==> src/rtl/cpu_pkg.sv <==
// Shared encodings for the multi-cycle controller: FSM states, opcodes, ALU controls
// and the datapath mux select encodings.
package cpu_pkg;

  // FSM state encodings (plain constants so legacy tools can consume them)
  localparam logic [3:0] StFetch    = 4'd0;
  localparam logic [3:0] StDecode   = 4'd1;
  localparam logic [3:0] StMemAdr   = 4'd2;
  localparam logic [3:0] StMemRead  = 4'd3;
  localparam logic [3:0] StMemWb    = 4'd4;
  localparam logic [3:0] StMemWrite = 4'd5;
  localparam logic [3:0] StExecR    = 4'd6;
  localparam logic [3:0] StExecI    = 4'd7;
  localparam logic [3:0] StAluWb    = 4'd8;
  localparam logic [3:0] StBeq      = 4'd9;
  localparam logic [3:0] StJal      = 4'd10;

  // Opcodes
  localparam logic [6:0] OpLoad   = 7'b0000011;
  localparam logic [6:0] OpStore  = 7'b0100011;
  localparam logic [6:0] OpRtype  = 7'b0110011;
  localparam logic [6:0] OpItype  = 7'b0010011;
  localparam logic [6:0] OpBranch = 7'b1100011;
  localparam logic [6:0] OpJal    = 7'b1101111;

  // ALU control codes
  localparam logic [2:0] AluAdd     = 3'b000;
  localparam logic [2:0] AluSub     = 3'b001;
  localparam logic [2:0] AluAnd     = 3'b010;
  localparam logic [2:0] AluOr      = 3'b011;
  localparam logic [2:0] AluSlt     = 3'b101;
  localparam logic [2:0] AluInvalid = 3'b111;

  typedef enum logic [1:0] {
    AluOpAdd  = 2'b00,
    AluOpSub  = 2'b01,
    AluOpFunc = 2'b10
  } alu_op_e;

  typedef enum logic [1:0] {
    ResAluOut    = 2'b00,
    ResReadData  = 2'b01,
    ResAluResult = 2'b10
  } result_src_e;

  typedef enum logic [1:0] {
    SrcAPc    = 2'b00,
    SrcAOldPc = 2'b01,
    SrcARs1   = 2'b10
  } alu_src_a_e;

  typedef enum logic [1:0] {
    SrcBRs2  = 2'b00,
    SrcBImm  = 2'b01,
    SrcBFour = 2'b10
  } alu_src_b_e;

  typedef enum logic [1:0] {
    ImmI = 2'b00,
    ImmS = 2'b01,
    ImmB = 2'b10,
    ImmJ = 2'b11
  } imm_src_e;

endpackage

==> src/rtl/multicycle_control_if.sv <==
// Controller <-> datapath/memory signal bundle. The controller is the master.
interface multicycle_control_if;
  import cpu_pkg::*;

  logic [6:0]  op;
  logic [2:0]  func3;
  logic [6:0]  func7;
  logic        alu_zero;
  logic        mem_ready;
  logic        pc_write;
  logic        adr_src;
  logic        ir_write;
  logic        mem_write;
  logic        reg_write;
  result_src_e result_src;
  alu_src_a_e  alu_src_a;
  alu_src_b_e  alu_src_b;
  imm_src_e    imm_source;
  logic [2:0]  alu_control;
  logic        illegal_instr;
  logic        instr_done;

  modport master (
    input  op, func3, func7, alu_zero, mem_ready,
    output pc_write, adr_src, ir_write, mem_write, reg_write, result_src,
           alu_src_a, alu_src_b, imm_source, alu_control, illegal_instr, instr_done
  );

  modport slave (
    output op, func3, func7, alu_zero, mem_ready,
    input  pc_write, adr_src, ir_write, mem_write, reg_write, result_src,
           alu_src_a, alu_src_b, imm_source, alu_control, illegal_instr, instr_done
  );
endinterface

==> src/rtl/alu_decoder.sv <==
// Maps the main FSM's alu_op plus instruction fields to an ALU control code.
module alu_decoder
  import cpu_pkg::*;
(
  input  alu_op_e    alu_op_i,
  input  logic [2:0] func3_i,
  input  logic       func7_5_i,
  input  logic       op_5_i,
  output logic [2:0] alu_control_o
);

  // Decode; op[5] separates R-type (sub possible) from I-type (addi only)
  always_comb begin
    alu_control_o = AluInvalid;
    case (alu_op_i)
      AluOpAdd: alu_control_o = AluAdd;
      AluOpSub: alu_control_o = AluSub;
      AluOpFunc: begin
        case (func3_i)
          3'b000:  alu_control_o = (op_5_i && func7_5_i) ? AluSub : AluAdd;
          3'b010:  alu_control_o = AluSlt;
          3'b110:  alu_control_o = AluOr;
          3'b111:  alu_control_o = AluAnd;
          default: alu_control_o = AluInvalid;
        endcase
      end
      default: alu_control_o = AluInvalid;
    endcase
  end

endmodule

==> src/rtl/multicycle_control.sv <==
// Multi-cycle main controller: fetch/decode/execute/memory/writeback sequencing
// for lw, sw, R-type, I-type ALU, beq and jal with a memory ready handshake.
module multicycle_control
  import cpu_pkg::*;
#(
  parameter bit SUPPORT_JAL    = 1'b1,
  parameter bit SUPPORT_ITYPE  = 1'b1,
  parameter bit WAIT_STATES_EN = 1'b1
) (
  input logic                  clk,
  input logic                  rst,
  multicycle_control_if.master ctrl_io
);

  logic [3:0]  state_q, state_d;
  logic        ready;
  logic        pc_write, adr_src, ir_write, mem_write, reg_write, illegal, done;
  result_src_e result_src;
  alu_src_a_e  alu_src_a;
  alu_src_b_e  alu_src_b;
  alu_op_e     alu_op;
  imm_src_e    imm_source;

  assign ready = WAIT_STATES_EN ? ctrl_io.mem_ready : 1'b1;

  // Only func7[5] matters for decoding
  logic unused_func7;
  assign unused_func7 = ^{ctrl_io.func7[6], ctrl_io.func7[4:0]};

  // State register with synchronous reset
  always_ff @(posedge clk) begin
    if (rst) state_q <= StFetch;
    else     state_q <= state_d;
  end

  // Next-state and per-state control outputs
  always_comb begin
    state_d    = StFetch;
    pc_write   = 1'b0;
    adr_src    = 1'b0;
    ir_write   = 1'b0;
    mem_write  = 1'b0;
    reg_write  = 1'b0;
    illegal    = 1'b0;
    done       = 1'b0;
    result_src = ResAluOut;
    alu_src_a  = SrcAPc;
    alu_src_b  = SrcBRs2;
    alu_op     = AluOpAdd;
    case (state_q)
      StFetch: begin
        alu_src_b  = SrcBFour;
        result_src = ResAluResult;
        ir_write   = ready;
        pc_write   = ready;
        state_d    = ready ? StDecode : StFetch;
      end
      StDecode: begin
        alu_src_a = SrcAOldPc;
        alu_src_b = SrcBImm;
        if (ctrl_io.op == OpLoad || ctrl_io.op == OpStore) begin
          state_d = StMemAdr;
        end else if (ctrl_io.op == OpRtype) begin
          state_d = StExecR;
        end else if (SUPPORT_ITYPE && ctrl_io.op == OpItype) begin
          state_d = StExecI;
        end else if (ctrl_io.op == OpBranch) begin
          state_d = StBeq;
        end else if (SUPPORT_JAL && ctrl_io.op == OpJal) begin
          state_d = StJal;
        end else begin
          // PC already advanced in fetch, so the instruction is simply skipped
          illegal = 1'b1;
          done    = 1'b1;
          state_d = StFetch;
        end
      end
      StMemAdr: begin
        alu_src_a = SrcARs1;
        alu_src_b = SrcBImm;
        state_d   = (ctrl_io.op == OpStore) ? StMemWrite : StMemRead;
      end
      StMemRead: begin
        adr_src = 1'b1;
        state_d = ready ? StMemWb : StMemRead;
      end
      StMemWb: begin
        result_src = ResReadData;
        reg_write  = 1'b1;
        done       = 1'b1;
      end
      StMemWrite: begin
        adr_src   = 1'b1;
        mem_write = 1'b1;
        done      = ready;
        state_d   = ready ? StFetch : StMemWrite;
      end
      StExecR: begin
        alu_src_a = SrcARs1;
        alu_op    = AluOpFunc;
        state_d   = StAluWb;
      end
      StExecI: begin
        alu_src_a = SrcARs1;
        alu_src_b = SrcBImm;
        alu_op    = AluOpFunc;
        state_d   = StAluWb;
      end
      StAluWb: begin
        reg_write = 1'b1;
        done      = 1'b1;
      end
      StBeq: begin
        alu_src_a = SrcARs1;
        alu_op    = AluOpSub;
        done      = 1'b1;
        if (ctrl_io.func3 == 3'b000) pc_write = ctrl_io.alu_zero;
        else                         illegal  = 1'b1;
      end
      StJal: begin
        alu_src_a = SrcAOldPc;
        alu_src_b = SrcBFour;
        pc_write  = 1'b1;
        state_d   = StAluWb;
      end
      default: state_d = StFetch;
    endcase
    // No architectural side effects while reset is held
    if (rst) begin
      pc_write  = 1'b0;
      ir_write  = 1'b0;
      mem_write = 1'b0;
      reg_write = 1'b0;
      illegal   = 1'b0;
      done      = 1'b0;
    end
  end

  // Immediate format follows the opcode in every state
  always_comb begin
    case (ctrl_io.op)
      OpStore:  imm_source = ImmS;
      OpBranch: imm_source = ImmB;
      OpJal:    imm_source = ImmJ;
      default:  imm_source = ImmI;
    endcase
  end

  alu_decoder u_alu_decoder (
    .alu_op_i      (alu_op),
    .func3_i       (ctrl_io.func3),
    .func7_5_i     (ctrl_io.func7[5]),
    .op_5_i        (ctrl_io.op[5]),
    .alu_control_o (ctrl_io.alu_control)
  );

  assign ctrl_io.pc_write      = pc_write;
  assign ctrl_io.adr_src       = adr_src;
  assign ctrl_io.ir_write      = ir_write;
  assign ctrl_io.mem_write     = mem_write;
  assign ctrl_io.reg_write     = reg_write;
  assign ctrl_io.result_src    = result_src;
  assign ctrl_io.alu_src_a     = alu_src_a;
  assign ctrl_io.alu_src_b     = alu_src_b;
  assign ctrl_io.imm_source    = imm_source;
  assign ctrl_io.illegal_instr = illegal;
  assign ctrl_io.instr_done    = done;

endmodule

==> src/flat_wrapper.sv <==
// flat-port wrapper written by rule: the top's interface ports become plain ports
module multicycle_control_flat import cpu_pkg::*;
#(
  parameter bit SUPPORT_JAL    = 1'b1,
  parameter bit SUPPORT_ITYPE  = 1'b1,
  parameter bit WAIT_STATES_EN = 1'b1
)
  (clk, rst, ctrl_io_op, ctrl_io_func3, ctrl_io_func7, ctrl_io_alu_zero, ctrl_io_mem_ready, ctrl_io_pc_write, ctrl_io_adr_src, ctrl_io_ir_write, ctrl_io_mem_write, ctrl_io_reg_write, ctrl_io_result_src, ctrl_io_alu_src_a, ctrl_io_alu_src_b, ctrl_io_imm_source, ctrl_io_alu_control, ctrl_io_illegal_instr, ctrl_io_instr_done);
  multicycle_control_if ctrl_io_i ();
  input logic clk;
  input logic rst;
  input wire logic [$bits(ctrl_io_i.op)-1:0] ctrl_io_op;
  input wire logic [$bits(ctrl_io_i.func3)-1:0] ctrl_io_func3;
  input wire logic [$bits(ctrl_io_i.func7)-1:0] ctrl_io_func7;
  input wire logic [$bits(ctrl_io_i.alu_zero)-1:0] ctrl_io_alu_zero;
  input wire logic [$bits(ctrl_io_i.mem_ready)-1:0] ctrl_io_mem_ready;
  output wire logic [$bits(ctrl_io_i.pc_write)-1:0] ctrl_io_pc_write;
  output wire logic [$bits(ctrl_io_i.adr_src)-1:0] ctrl_io_adr_src;
  output wire logic [$bits(ctrl_io_i.ir_write)-1:0] ctrl_io_ir_write;
  output wire logic [$bits(ctrl_io_i.mem_write)-1:0] ctrl_io_mem_write;
  output wire logic [$bits(ctrl_io_i.reg_write)-1:0] ctrl_io_reg_write;
  output wire logic [$bits(ctrl_io_i.result_src)-1:0] ctrl_io_result_src;
  output wire logic [$bits(ctrl_io_i.alu_src_a)-1:0] ctrl_io_alu_src_a;
  output wire logic [$bits(ctrl_io_i.alu_src_b)-1:0] ctrl_io_alu_src_b;
  output wire logic [$bits(ctrl_io_i.imm_source)-1:0] ctrl_io_imm_source;
  output wire logic [$bits(ctrl_io_i.alu_control)-1:0] ctrl_io_alu_control;
  output wire logic [$bits(ctrl_io_i.illegal_instr)-1:0] ctrl_io_illegal_instr;
  output wire logic [$bits(ctrl_io_i.instr_done)-1:0] ctrl_io_instr_done;
  assign ctrl_io_i.op = ctrl_io_op;
  assign ctrl_io_i.func3 = ctrl_io_func3;
  assign ctrl_io_i.func7 = ctrl_io_func7;
  assign ctrl_io_i.alu_zero = ctrl_io_alu_zero;
  assign ctrl_io_i.mem_ready = ctrl_io_mem_ready;
  assign ctrl_io_pc_write = ctrl_io_i.pc_write;
  assign ctrl_io_adr_src = ctrl_io_i.adr_src;
  assign ctrl_io_ir_write = ctrl_io_i.ir_write;
  assign ctrl_io_mem_write = ctrl_io_i.mem_write;
  assign ctrl_io_reg_write = ctrl_io_i.reg_write;
  assign ctrl_io_result_src = ctrl_io_i.result_src;
  assign ctrl_io_alu_src_a = ctrl_io_i.alu_src_a;
  assign ctrl_io_alu_src_b = ctrl_io_i.alu_src_b;
  assign ctrl_io_imm_source = ctrl_io_i.imm_source;
  assign ctrl_io_alu_control = ctrl_io_i.alu_control;
  assign ctrl_io_illegal_instr = ctrl_io_i.illegal_instr;
  assign ctrl_io_instr_done = ctrl_io_i.instr_done;
  multicycle_control #(.SUPPORT_JAL(SUPPORT_JAL), .SUPPORT_ITYPE(SUPPORT_ITYPE), .WAIT_STATES_EN(WAIT_STATES_EN)) u_core (.clk(clk), .rst(rst), .ctrl_io(ctrl_io_i));
endmodule
==> config.mk <==
export PLATFORM = sky130hd
export DESIGN_NAME = multicycle_control_flat
export DESIGN_NICKNAME = d
export VERILOG_FILES = /design/src/rtl/cpu_pkg.sv /design/src/rtl/multicycle_control_if.sv /design/src/rtl/alu_decoder.sv /design/src/rtl/multicycle_control.sv /design/src/flat_wrapper.sv
export SDC_FILE = /design/constraint.sdc
export NUM_CORES = 1
export LEC_CHECK = 0
export BUFFER_PORTS_ARGS = -buffer_cell sky130_fd_sc_hd__buf_4
export CAP_MARGIN = 20
export CORE_UTILIZATION = 45
export CTS_BUF_LIST = sky130_fd_sc_hd__clkbuf_2 sky130_fd_sc_hd__clkbuf_4 sky130_fd_sc_hd__clkbuf_8
export DETAILED_ROUTE_END_ITERATION = 10
export PLACE_DENSITY = 0.82
export SLEW_MARGIN = 25
export SYNTH_ARGS = -nofsm -noshare
export SYNTH_HDL_FRONTEND = slang
export SYNTH_SLANG_ARGS = --single-unit
==> constraint.sdc <==
create_clock -name clk -period 1.4 [get_ports clk]
set_input_delay 0.28 -clock clk [delete_from_list [all_inputs] [get_ports clk]]
set_output_delay 0.28 -clock clk [all_outputs]
set_load 0.03 [all_outputs]
==> flow_metrics.env, run 1 <==
export IMPL_syn_area_um2=676
export IMPL_synth_distinct_cells=38
export IMPL_avgSynthCellArea_um2=6.43
export IMPL_ios=39
export IMPL_yosys_area_share_simple_pct=47.8
export IMPL_synthXorXnorAreaFrac_pct=2.59
export IMPL_synth_net_count=126
export IMPL_place_gp_congestion=0.881
export IMPL_haltStage="3_5_place_dp"
export IMPL_start_util_pct=50.0
export IMPL_die_y_um=40.8
export IMPL_port_buffers=32
export IMPL_rows=13
export IMPL_error="[ERROR DPL-0038] Utilization greater than 100%, impossible to legalize"
export IMPL_synth_seq_cells=4
export IMPL_outcome="aborted with a tool error"
export IMPL_synth_compound_area_share_pct=28.7
export IMPL_yosys_mux_area_fraction_pct=1.48
export IMPL_ys_warn_count=0
export IMPL_yosysSeqAreaShare_pct=11.9
export IMPL_synthCells=105
export IMPL_synth_top_family_by_area="simple AND/OR/NAND/NOR gates"
export IMPL_dieWidth_um=40.8
export IMPL_synth_fa_ha_area_share_pct=0
==> stage by stage <==
stage	std cells	hold WS (ns)	area [µm²]	TNS (ns)
2_1_floorplan	105	0.464	922	-0.485
3_3_place_gp	185	0.697	1420	-2.20
==> Yosys cell counts <==
master     count  share of area [%]
a31oi_1        1               0.93
nand4b_1       1                1.3
a2111oi_0      1                1.3
nor2_1        12                6.7
inv_1          2                1.1
dfxtp_1        4                 12
a21o_1         1                1.1
mux2i_1        1                1.5
xor2_1         1                1.3
nand2b_1       7                6.5
a22oi_1        1                1.1
clkbuf_1       3                1.7
and2_0         1               0.93
o21bai_1       2                2.2
a41o_1         1                1.5
a211oi_1       5                5.6
o21ai_0        5                3.7
or3_1          1               0.93
nand3_1        1               0.74
xnor2_1        1                1.3
nor2_4         1                1.7
buf_2          5                3.7
a32oi_1        1                1.3
nand3b_1       1                1.1
nor2b_1        4                3.7
a21oi_1        8                5.9
nor3b_1        4                4.4
nor2b_4        1                2.0
o211ai_1       1                1.1
nor4_1         2                1.9
buf_4          1                1.1
nand4_1        3                2.8
or4_1          1                1.1
and2b_1        1                1.1
o32a_1         1                1.5
o311a_1        1                1.5
nor3_1         8                5.9
nand2_1        9                5.0
==> kinds of logic after synthesis <==
logic type             count (synthesis)
AO/OA/AOI/OAI                         29
XOR/XNOR                               2
buffers and inverters                 11
flip-flops                             4
multiplexers                           1
AND/OR/NAND/NOR                       58
==> run 2, diff against run 1 <==
CORE_AREA = 2 2 63 65   (was not set)
CORE_UTILIZATION = not set   (was 45)
CTS_BUF_LIST = not set   (was sky130_fd_sc_hd__clkbuf_2 sky130_fd_sc_hd__clkbuf_4 sky130_fd_sc_hd__clkbuf_8)
DIE_AREA = 0 0 65 67   (was not set)
PLACE_DENSITY = not set   (was 0.82)
PLACE_DENSITY_LB_ADDON = 0.15   (was not set)
==> run 2 against run 1 <==
Compared with the run above: the flow now finishes, with violations (negative setup slack); synthesized area is the same; synthesized cell count is the same.
==> flow_metrics.env, run 2 <==
export IMPL_outcome="finished with violations"
export IMPL_violations="negative setup slack"
export IMPL_wl_per_cell_um=12.9
export IMPL_largest_reg_flops=4
export IMPL_synth_net_count=126
export IMPL_rows=22
export IMPL_antenna_found_initial=0
export IMPL_cts_max_path_buffers=2
export IMPL_leakagePower_uw=0.000802
export IMPL_cts_tree="yes"
export IMPL_rsz0062_at_grt="yes"
export IMPL_grt_pass1_wl_um=5070
export IMPL_hold_violations=0
export IMPL_final_cell_mix="58 x buf_4, 29 x buf_6, 6 x nor2_1"
export IMPL_avgSynthCellArea_um2=6.43
export IMPL_start_kind="flop"
export IMPL_clock_sinks=4
export IMPL_worstPathArrival_ns=1.42
export IMPL_track_usage_pct=15.0
export IMPL_dieWidth_um=65
export IMPL_min_path_type="input pin to flop"
export IMPL_critPathCaptureType="output pin"
export IMPL_grt_start_max_net_pins=16
export IMPL_synth_ff_type="dfxtp_1"
export IMPL_final_common_cell="buf_4"
export IMPL_die_y_um=67
export IMPL_hold_path_depth=4
export IMPL_drc_errors=0
export IMPL_fin_crit_sh_pct=122
export IMPL_grt_ovfl_total=0
export IMPL_synth_top_cells_by_count="12 x nor2_1, 9 x nand2_1, 8 x a21oi_1, 8 x nor3_1, 7 x nand2b_1"
export IMPL_clockRootBuffer="clkbuf_8"
export IMPL_critical_path_required_ns=1.12
export IMPL_synthArstFlopShare_pct=0
export IMPL_timing_hold_ws_ns=0.488
export IMPL_fin_nets=213
export IMPL_numCtsBuffers=3
export IMPL_fmax_ghz=0.587
export IMPL_syn_area_um2=676
export IMPL_syn2layout_area_growth_pct=180
export IMPL_dp_hpwl_um=2220
export IMPL_reg_largest_list="u_core.state_q (4)"
export IMPL_drv_cap=0
export IMPL_synth_distinct_cells=38
export IMPL_dr_pass1_iters=4
export IMPL_min_period_ns=1.70
export IMPL_drt_iter0_drc=24
export IMPL_grt_pass1_vias=1129
export IMPL_critPathKind="flop to output pin"
export IMPL_yosysMostFrequentCell="nor2_1"
export IMPL_yosysSeqAreaShare_pct=11.9
export IMPL_synth_edff_count=0
export IMPL_vias_per_cell=4.56
export IMPL_clock_insertion_delay_worst_skew_ns=0.22
export IMPL_synth_seq_cells=4
export IMPL_vias=1085
export IMPL_place_gp_congestion=0.737
export IMPL_skew_ns=0.00578
export IMPL_diodes=0
export IMPL_regToRegSetupSlack_ns=-0.23
export IMPL_r2r_cells=7
export IMPL_drive_gt1_share_pct=73.7
export IMPL_antenna_left=0
export IMPL_ios=39
export IMPL_place_ws_ns=-0.293
export IMPL_yosysTopAreaCellShare_pct=11.9
export IMPL_ir_drop_v=0.000199
export IMPL_yosys_area_top_type="dfxtp_1"
export IMPL_port_buffers=32
export IMPL_worst_slack_ns=-0.303
export IMPL_crit_fanout=6
export IMPL_dieArea_mm2=0.00436
export IMPL_synthCells=105
export IMPL_slew_violations=0
export IMPL_ys_warn_count=0
export IMPL_clk_pin_slew_ns=0.03
export IMPL_cts_htree_levels=1
export IMPL_power_density_mw_per_mm2=351
export IMPL_core_area_mm2=0.00361
export IMPL_start_util_pct=18.7
export IMPL_finalSetupViolCount=20
export IMPL_worstMarginPinSlew_ns=0.268
export IMPL_synth_area_top_cells="dfxtp_1 12%, nor2_1 6.7%, nand2b_1 6.5%"
export IMPL_regMostFlops="u_core.state_q"
export IMPL_postCtsHoldBufs=0
export IMPL_wl_um=3060
export IMPL_relSlewSlack_pct=82.0
==> run 2: cell counts after synthesis <==
No cell type changed its count.
==> run 2: critical path: stages, from the launching register on <==
cell and delay (ns):
dfxtp_4 0.35, buf_6 0.14, nand3b_1 0.21, buf_6 0.16, a211oi_4 0.18, buf_6 0.16
==> run 2: per-layer routing <==
metal	GRT usage (%)	part of all wire [%]
met4	5.32	1.3
met3	2.03	3.2
met1	17.2	41
met5	0	0
met2	28.2	54
==> run 2: worst paths after layout <==
check,startpoint,endpoint
setup / recovery,u_core.state_q[3],ctrl_io_alu_control[2]
hold / removal,ctrl_io_op[1],u_core.state_q[1]
setup reg to reg,u_core.state_q[3],u_core.state_q[0]
hold reg to reg,u_core.state_q[3],u_core.state_q[1]
==> run 2: final cells by class <==
cell class	instances	area, µm²
sequential	4	92.6
inverter	2	7.51
multi-input combinational	90	856
timing repair buffer	91	832
tap	48	60.1
fill	346	1720
clock buffer	3	41.3
==> run 2: kinds of logic after synthesis <==
kind of cell	after synthesis	share of synthesized area, %
AOI/OAI and AO/OA	29	28.7
and+or+nand+nor	58	47.8
buffers and inverters	11	7.59
DFF	4	11.9
muxes	1	1.48
xor gates and xnor gates	2	2.59
==> run 2: power breakdown <==
group / switching, µW / internal, µW / leakage (µW)
clock: 61.3 / 183 / 0.0000216
sequential: 4.06 / 113 / 0.0000352
combinational: 141 / 160 / 0.000745
==> run 2: through the flow <==
stage	instance area, µm²	std cells	setup TNS (ns)	utilization [%]	power (µW)
2_1_floorplan	922	105	-0.485	-	240
3_3_place_gp	1470	220	-1.67	40.7	370
3_5_place_dp	1470	220	-1.68	40.7	372
4_1_cts	1790	234	-3.16	49.8	654
5_1_grt	1890	238	-4.66	52.4	701
6_report	1890	238	-3.53	52.4	663
==> run 2: repair_timing <==
action                     CTS  global route
gates resized for setup     56            14
setup endpoints to repair   22            22
buffers inserted            13             6
pin swaps                   14            10
Power figures use the tool's default switching activity.
==> run 3, diff against run 2 <==
CELL_PAD_IN_SITES_DETAIL_PLACEMENT = 0   (was not set)
CELL_PAD_IN_SITES_GLOBAL_PLACEMENT = 1   (was not set)
==> run 3 against run 2 <==
Compared with the run above: the flow still finishes with violations (negative setup slack); clock power barely moved; sequential share of layout area about the same; count of clock-buffer cells in the layout unchanged; cell count unchanged; flip-flop and latch count stayed put; setup slack gained 0.022 ns; largest cell class unchanged; highest routed layer unchanged.
==> flow_metrics.env, run 3 (synthesized netlist as in run 2, its figures left out) <==
export IMPL_outcome="finished with violations"
export IMPL_violations="negative setup slack"
export IMPL_wl_um=2950
export IMPL_fin_crit_sh_pct=120
export IMPL_relSlewSlack_pct=82.3
export IMPL_placed_cells=220
export IMPL_vias_per_cell=4.61
export IMPL_antenna_left=0
export IMPL_antenna_found_initial=0
export IMPL_ir_drop_v=0.000220
export IMPL_fin_cells=238
export IMPL_clk_pin_slew_ns=0.04
export IMPL_slowest_stage="dfxtp_4"
export IMPL_total_power_uw=656
export IMPL_reg_largest_list="u_core.state_q (4)"
export IMPL_cts_max_path_buffers=2
export IMPL_start_util_pct=18.7
export IMPL_min_period_ns=1.68
export IMPL_place_area_mm2=0.00147
export IMPL_finalSetupViolCount=21
export IMPL_diodes=0
export IMPL_critPathKind="flop to output pin"
export IMPL_drv_cap=0
export IMPL_rows=22
export IMPL_power_density_mw_per_mm2=356
export IMPL_port_buffers=32
export IMPL_place_gp_congestion=0.735
export IMPL_r2r_cells=7
export IMPL_critPathCaptureType="output pin"
export IMPL_vias=1097
export IMPL_rsz0062_at_grt="yes"
export IMPL_worstMarginPinSlew_ns=0.265
export IMPL_core_area_mm2=0.00361
export IMPL_fmax_ghz=0.595
export IMPL_largest_reg_flops=4
export IMPL_dieWidth_um=65
export IMPL_critPathMaxStageDelay_ns=0.36
export IMPL_die_y_um=67
export IMPL_path_cells="buf_6 > nor2_4 > nand2_1 > a21o_1 > a211oi_4 > buf_6"
export IMPL_track_usage_pct=14.0
export IMPL_worstPathArrival_ns=1.40
export IMPL_clock_sinks=4
export IMPL_grt_pass1_wl_um=4840
export IMPL_drt_iter0_drc=17
export IMPL_crit_fanout=8
export IMPL_skew_ns=0.00740
export IMPL_cts_htree_levels=1
export IMPL_syn2layout_area_growth_pct=172
export IMPL_start_kind="flop"
export IMPL_final_common_cell="buf_4"
export IMPL_min_path_type="input pin to flop"
export IMPL_ios=39
export IMPL_n_fill_cell=358
export IMPL_hold_violations=0
export IMPL_critical_path_required_ns=1.12
export IMPL_fin_area_mm2=0.00184
export IMPL_timing_hold_ws_ns=0.437
export IMPL_final_cell_mix="62 x buf_4, 24 x buf_6, 5 x nor2_1, 5 x nand2_1, 5 x a21oi_1"
export IMPL_drive_gt1_share_pct=73.7
export IMPL_drc_errors=0
export IMPL_worst_slack_ns=-0.281
export IMPL_fin_nets=213
export IMPL_grt_ovfl_total=0
export IMPL_wl_per_cell_um=12.4
export IMPL_cpMostUsedCell="buf_6"
export IMPL_clock_insertion_delay_worst_skew_ns=0.22
export IMPL_dp_hpwl_um=2200
export IMPL_hold_path_depth=4
export IMPL_leakagePower_uw=0.000794
export IMPL_grt_start_max_net_pins=17
export IMPL_clockRootBuffer="clkbuf_8"
export IMPL_slew_violations=0
export IMPL_cts_tree="yes"
export IMPL_regMostFlops="u_core.state_q"
export IMPL_dr_pass1_iters=4
export IMPL_numCtsBuffers=3
export IMPL_postCtsHoldBufs=0
export IMPL_grt_pass1_vias=1119
export IMPL_dieArea_mm2=0.00436
run 3: what timing repair did:
action,in CTS,in global routing
pin swaps,13,4
buffers inserted,13,4
gates resized for setup,42,14
setup endpoints to repair,22,22
run 3: per-stage QoR:
step / utilization [%] / setup WS [ns] / TNS (ns)
2_1_floorplan: - / -0.122 / -0.485
3_3_place_gp: 40.7 / -0.286 / -1.86
3_5_place_dp: 40.7 / -0.287 / -1.83
4_1_cts: 49.4 / -0.279 / -3.48
5_1_grt: 51.0 / -0.330 / -4.78
6_report: 51.0 / -0.281 / -3.37
run 3: where the power goes:
group	internal, µW	total, µW	switching, µW	leakage [µW]
clock network	184	246	62.1	0.0000216
logic	155	294	139	0.000738
registers	114	116	2.56	0.0000349
run 3: final cells by class:
type,count,area [µm²],share of cell area (%)
repair buffers,91,821,44.6
inverters,2,7.51,0.408
well taps,48,60.1,3.26
flip-flops and latches,4,90.1,4.89
multi-input cells,90,821,44.6
clock buffers,3,41.3,2.24
run 3: worst max-delay path: cells and delay by family (launching register included):
| family | cells | cell delay, ns |
|---|---|---|
| AO/OA/AOI/OAI | 2 | 0.40 |
| flip-flops | 1 | 0.36 |
| buffers and inverters | 2 | 0.29 |
| AND/OR/NAND/NOR | 2 | 0.13 |
run 3: worst paths after layout:
check | startpoint | to | slack [ns]
setup / recovery | u_core.state_q[3] | ctrl_io_pc_write | -0.28
hold / removal | ctrl_io_mem_ready | u_core.state_q[1] | 0.44
setup reg to reg | u_core.state_q[3] | u_core.state_q[0] | -0.20
hold reg to reg | u_core.state_q[3] | u_core.state_q[1] | 0.73
run 3: metal layers:
| metal | share of wire, % | track usage (%) | up-vias | wire [µm] |
|---|---|---|---|---|
| li1 | - | - | 560 | - |
| met1 | 42 | 16.7 | 505 | 1240 |
| met2 | 53 | 25.9 | 26 | 1570 |
| met3 | 3.1 | 1.86 | 6 | 90 |
| met4 | 1.6 | 4.26 | 0 | 48 |
| met5 | 0 | 0 | - | 0 |
==> run 4, diff against run 3 <==
clock period = 1.6 ns   (was 1.4 ns; I/O delays follow)
==> run 4 against run 3 <==
Compared with the run above: worst hold slack gained 0.065 ns; die area is the same; sequential share of layout area grew 0.67 points; critical path type unchanged; the run still ends with negative setup slack left; count of clock-buffer cells in the layout is the same; first-iteration DRC count is the same; flip-flop and latch count is the same.
==> flow_metrics.env, run 4 (synthesized netlist as in run 2, its figures left out) <==
export IMPL_critPathCaptureType="output pin"
export IMPL_grt_pass1_wl_um=4710
export IMPL_crit_fanout=5
export IMPL_crit_buf_inv=3
export IMPL_cts_max_path_buffers=2
export IMPL_min_period_ns=1.75
export IMPL_dieWidth_um=65
export IMPL_rows=22
export IMPL_wl_per_cell_um=12.5
export IMPL_worst_slack_ns=-0.147
export IMPL_dieArea_mm2=0.00436
export IMPL_worstPathArrival_ns=1.43
export IMPL_path_cells="buf_12 > nand3b_1 > buf_4 > a211oi_4 > buf_6"
export IMPL_drt_iter0_drc=17
export IMPL_wl_um=2850
export IMPL_dr_pass1_iters=4
export IMPL_fin_nets=203
export IMPL_outcome="finished with violations"
export IMPL_critPathKind="flop to output pin"
export IMPL_final_cell_mix="59 x buf_4, 20 x buf_6, 7 x nand2_1"
export IMPL_antenna_found_initial=0
export IMPL_grt_start_max_net_pins=11
export IMPL_drc_errors=0
export IMPL_clk_pin_slew_ns=0.03
export IMPL_fmax_ghz=0.572
export IMPL_vias=1054
export IMPL_postCtsHoldBufs=0
export IMPL_clockRootBuffer="clkbuf_8"
export IMPL_cts_tree="yes"
export IMPL_core_area_mm2=0.00361
export IMPL_skew_ns=0.0000403
export IMPL_drive_gt1_share_pct=69.4
export IMPL_grt_pass1_vias=1048
export IMPL_clock_insertion_delay_worst_skew_ns=0.21
export IMPL_cp_top_family="buffers and inverters"
export IMPL_die_y_um=67
export IMPL_ios=39
export IMPL_fin_cells=228
export IMPL_start_util_pct=18.7
export IMPL_leakagePower_uw=0.000708
export IMPL_rsz0062_at_grt="yes"
export IMPL_diodes=0
export IMPL_port_buffers=32
export IMPL_cts_htree_levels=1
export IMPL_largest_reg_flops=4
export IMPL_numCtsBuffers=3
export IMPL_power_density_mw_per_mm2=319
export IMPL_dp_hpwl_um=2060
export IMPL_slew_violations=0
export IMPL_syn2layout_area_growth_pct=146
export IMPL_antenna_left=0
export IMPL_regMostFlops="u_core.state_q"
export IMPL_critical_path_required_ns=1.28
export IMPL_placed_cells=213
export IMPL_finalSetupViolCount=14
export IMPL_hold_violations=0
export IMPL_min_path_type="input pin to flop"
export IMPL_relSlewSlack_pct=83.7
export IMPL_critPathMaxStageDelay_ns=0.35
export IMPL_place_gp_congestion=0.756
export IMPL_clock_sinks=4
export IMPL_drv_cap=0
export IMPL_final_common_cell="buf_4"
export IMPL_ir_drop_v=0.000174
export IMPL_total_power_uw=531
export IMPL_vias_per_cell=4.62
export IMPL_violations="negative setup slack"
export IMPL_track_usage_pct=13.6
export IMPL_reg_largest_list="u_core.state_q (4)"
export IMPL_start_kind="flop"
export IMPL_slowest_stage="dfxtp_4"
export IMPL_grt_ovfl_total=0
export IMPL_fin_crit_sh_pct=109
export IMPL_worstMarginPinSlew_ns=0.243
[run 4: changes by cell type in the layout (fill, tap and decap cells not counted), moves of 2 or more]
cell      change
nand2_1       +2
buf_4         -3
buf_6         -4
nor4_4        -2
nand2_4       -2
nand2b_4      +2
nor4_2        +2
buf_8         -3
nor3_2        +3
nor3_4        -2
[run 4: worst paths after layout]
path                startpoint                     end  slack [ns]  cells after the start
max          u_core.state_q[3]  ctrl_io_alu_control[2]       -0.15                      5
min          ctrl_io_mem_ready       u_core.state_q[1]        0.50                      4
max reg2reg  u_core.state_q[2]       u_core.state_q[0]        0.01                      7
min reg2reg  u_core.state_q[1]       u_core.state_q[3]        0.74                      3
[run 4: stage by stage]
| step | instance area, µm² | TNS, ns | setup slack (ns) | hold slack (ns) | utilization, % |
|---|---|---|---|---|---|
| after floorplan | 748 | -0.528 | -0.175 | 0.504 | - |
| after detailed placement | 1290 | -0.560 | -0.210 | 0.725 | 35.8 |
| after CTS | 1540 | -1.14 | -0.147 | 0.487 | 42.6 |
| final | 1660 | -0.956 | -0.147 | 0.502 | 46.1 |
| after global routing | 1660 | -1.87 | -0.190 | 0.510 | 46.1 |
| after global placement | 1290 | -0.560 | -0.199 | 0.719 | 35.8 |
[run 4: final cells by class]
type	instances	area (µm²)
clock buffers	3	41.3
fillers	375	1940
inverters	2	7.51
multi-input cells	90	746
flip-flops and latches	4	92.6
well taps	48	60.1
repair buffers	81	716
[run 4: metal layers]
layer  vias to the layer above  GRT usage, %  wire [µm]
met1                       495          16.3       1230
met3                         2          1.01         98
met5                         -             0          0
met4                         0          2.39         17
met2                        23          26.3       1510
li1                        534             -          -
[run 4: tightest hold or removal path, delay by kind of cell]
kind | cells | cell delay [ns]
buf+inv | 1 | 0.15
simple gates | 1 | 0.07
compound gates | 2 | 0.14
[run 4: timing repair]
action	CTS	global route
endpoints found under the setup margin	19	18
setup buffers	6	5
hold endpoints to repair	0	0
pin swaps	6	12
gates cloned	1	0
resized for setup	35	21
[run 4: power breakdown]
| group | internal (µW) | total (µW) | switching (µW) |
|---|---|---|---|
| Clock | 160 | 209 | 48.8 |
| Combinational | 110 | 222 | 112 |
| Sequential | 97.9 | 101 | 2.75 |
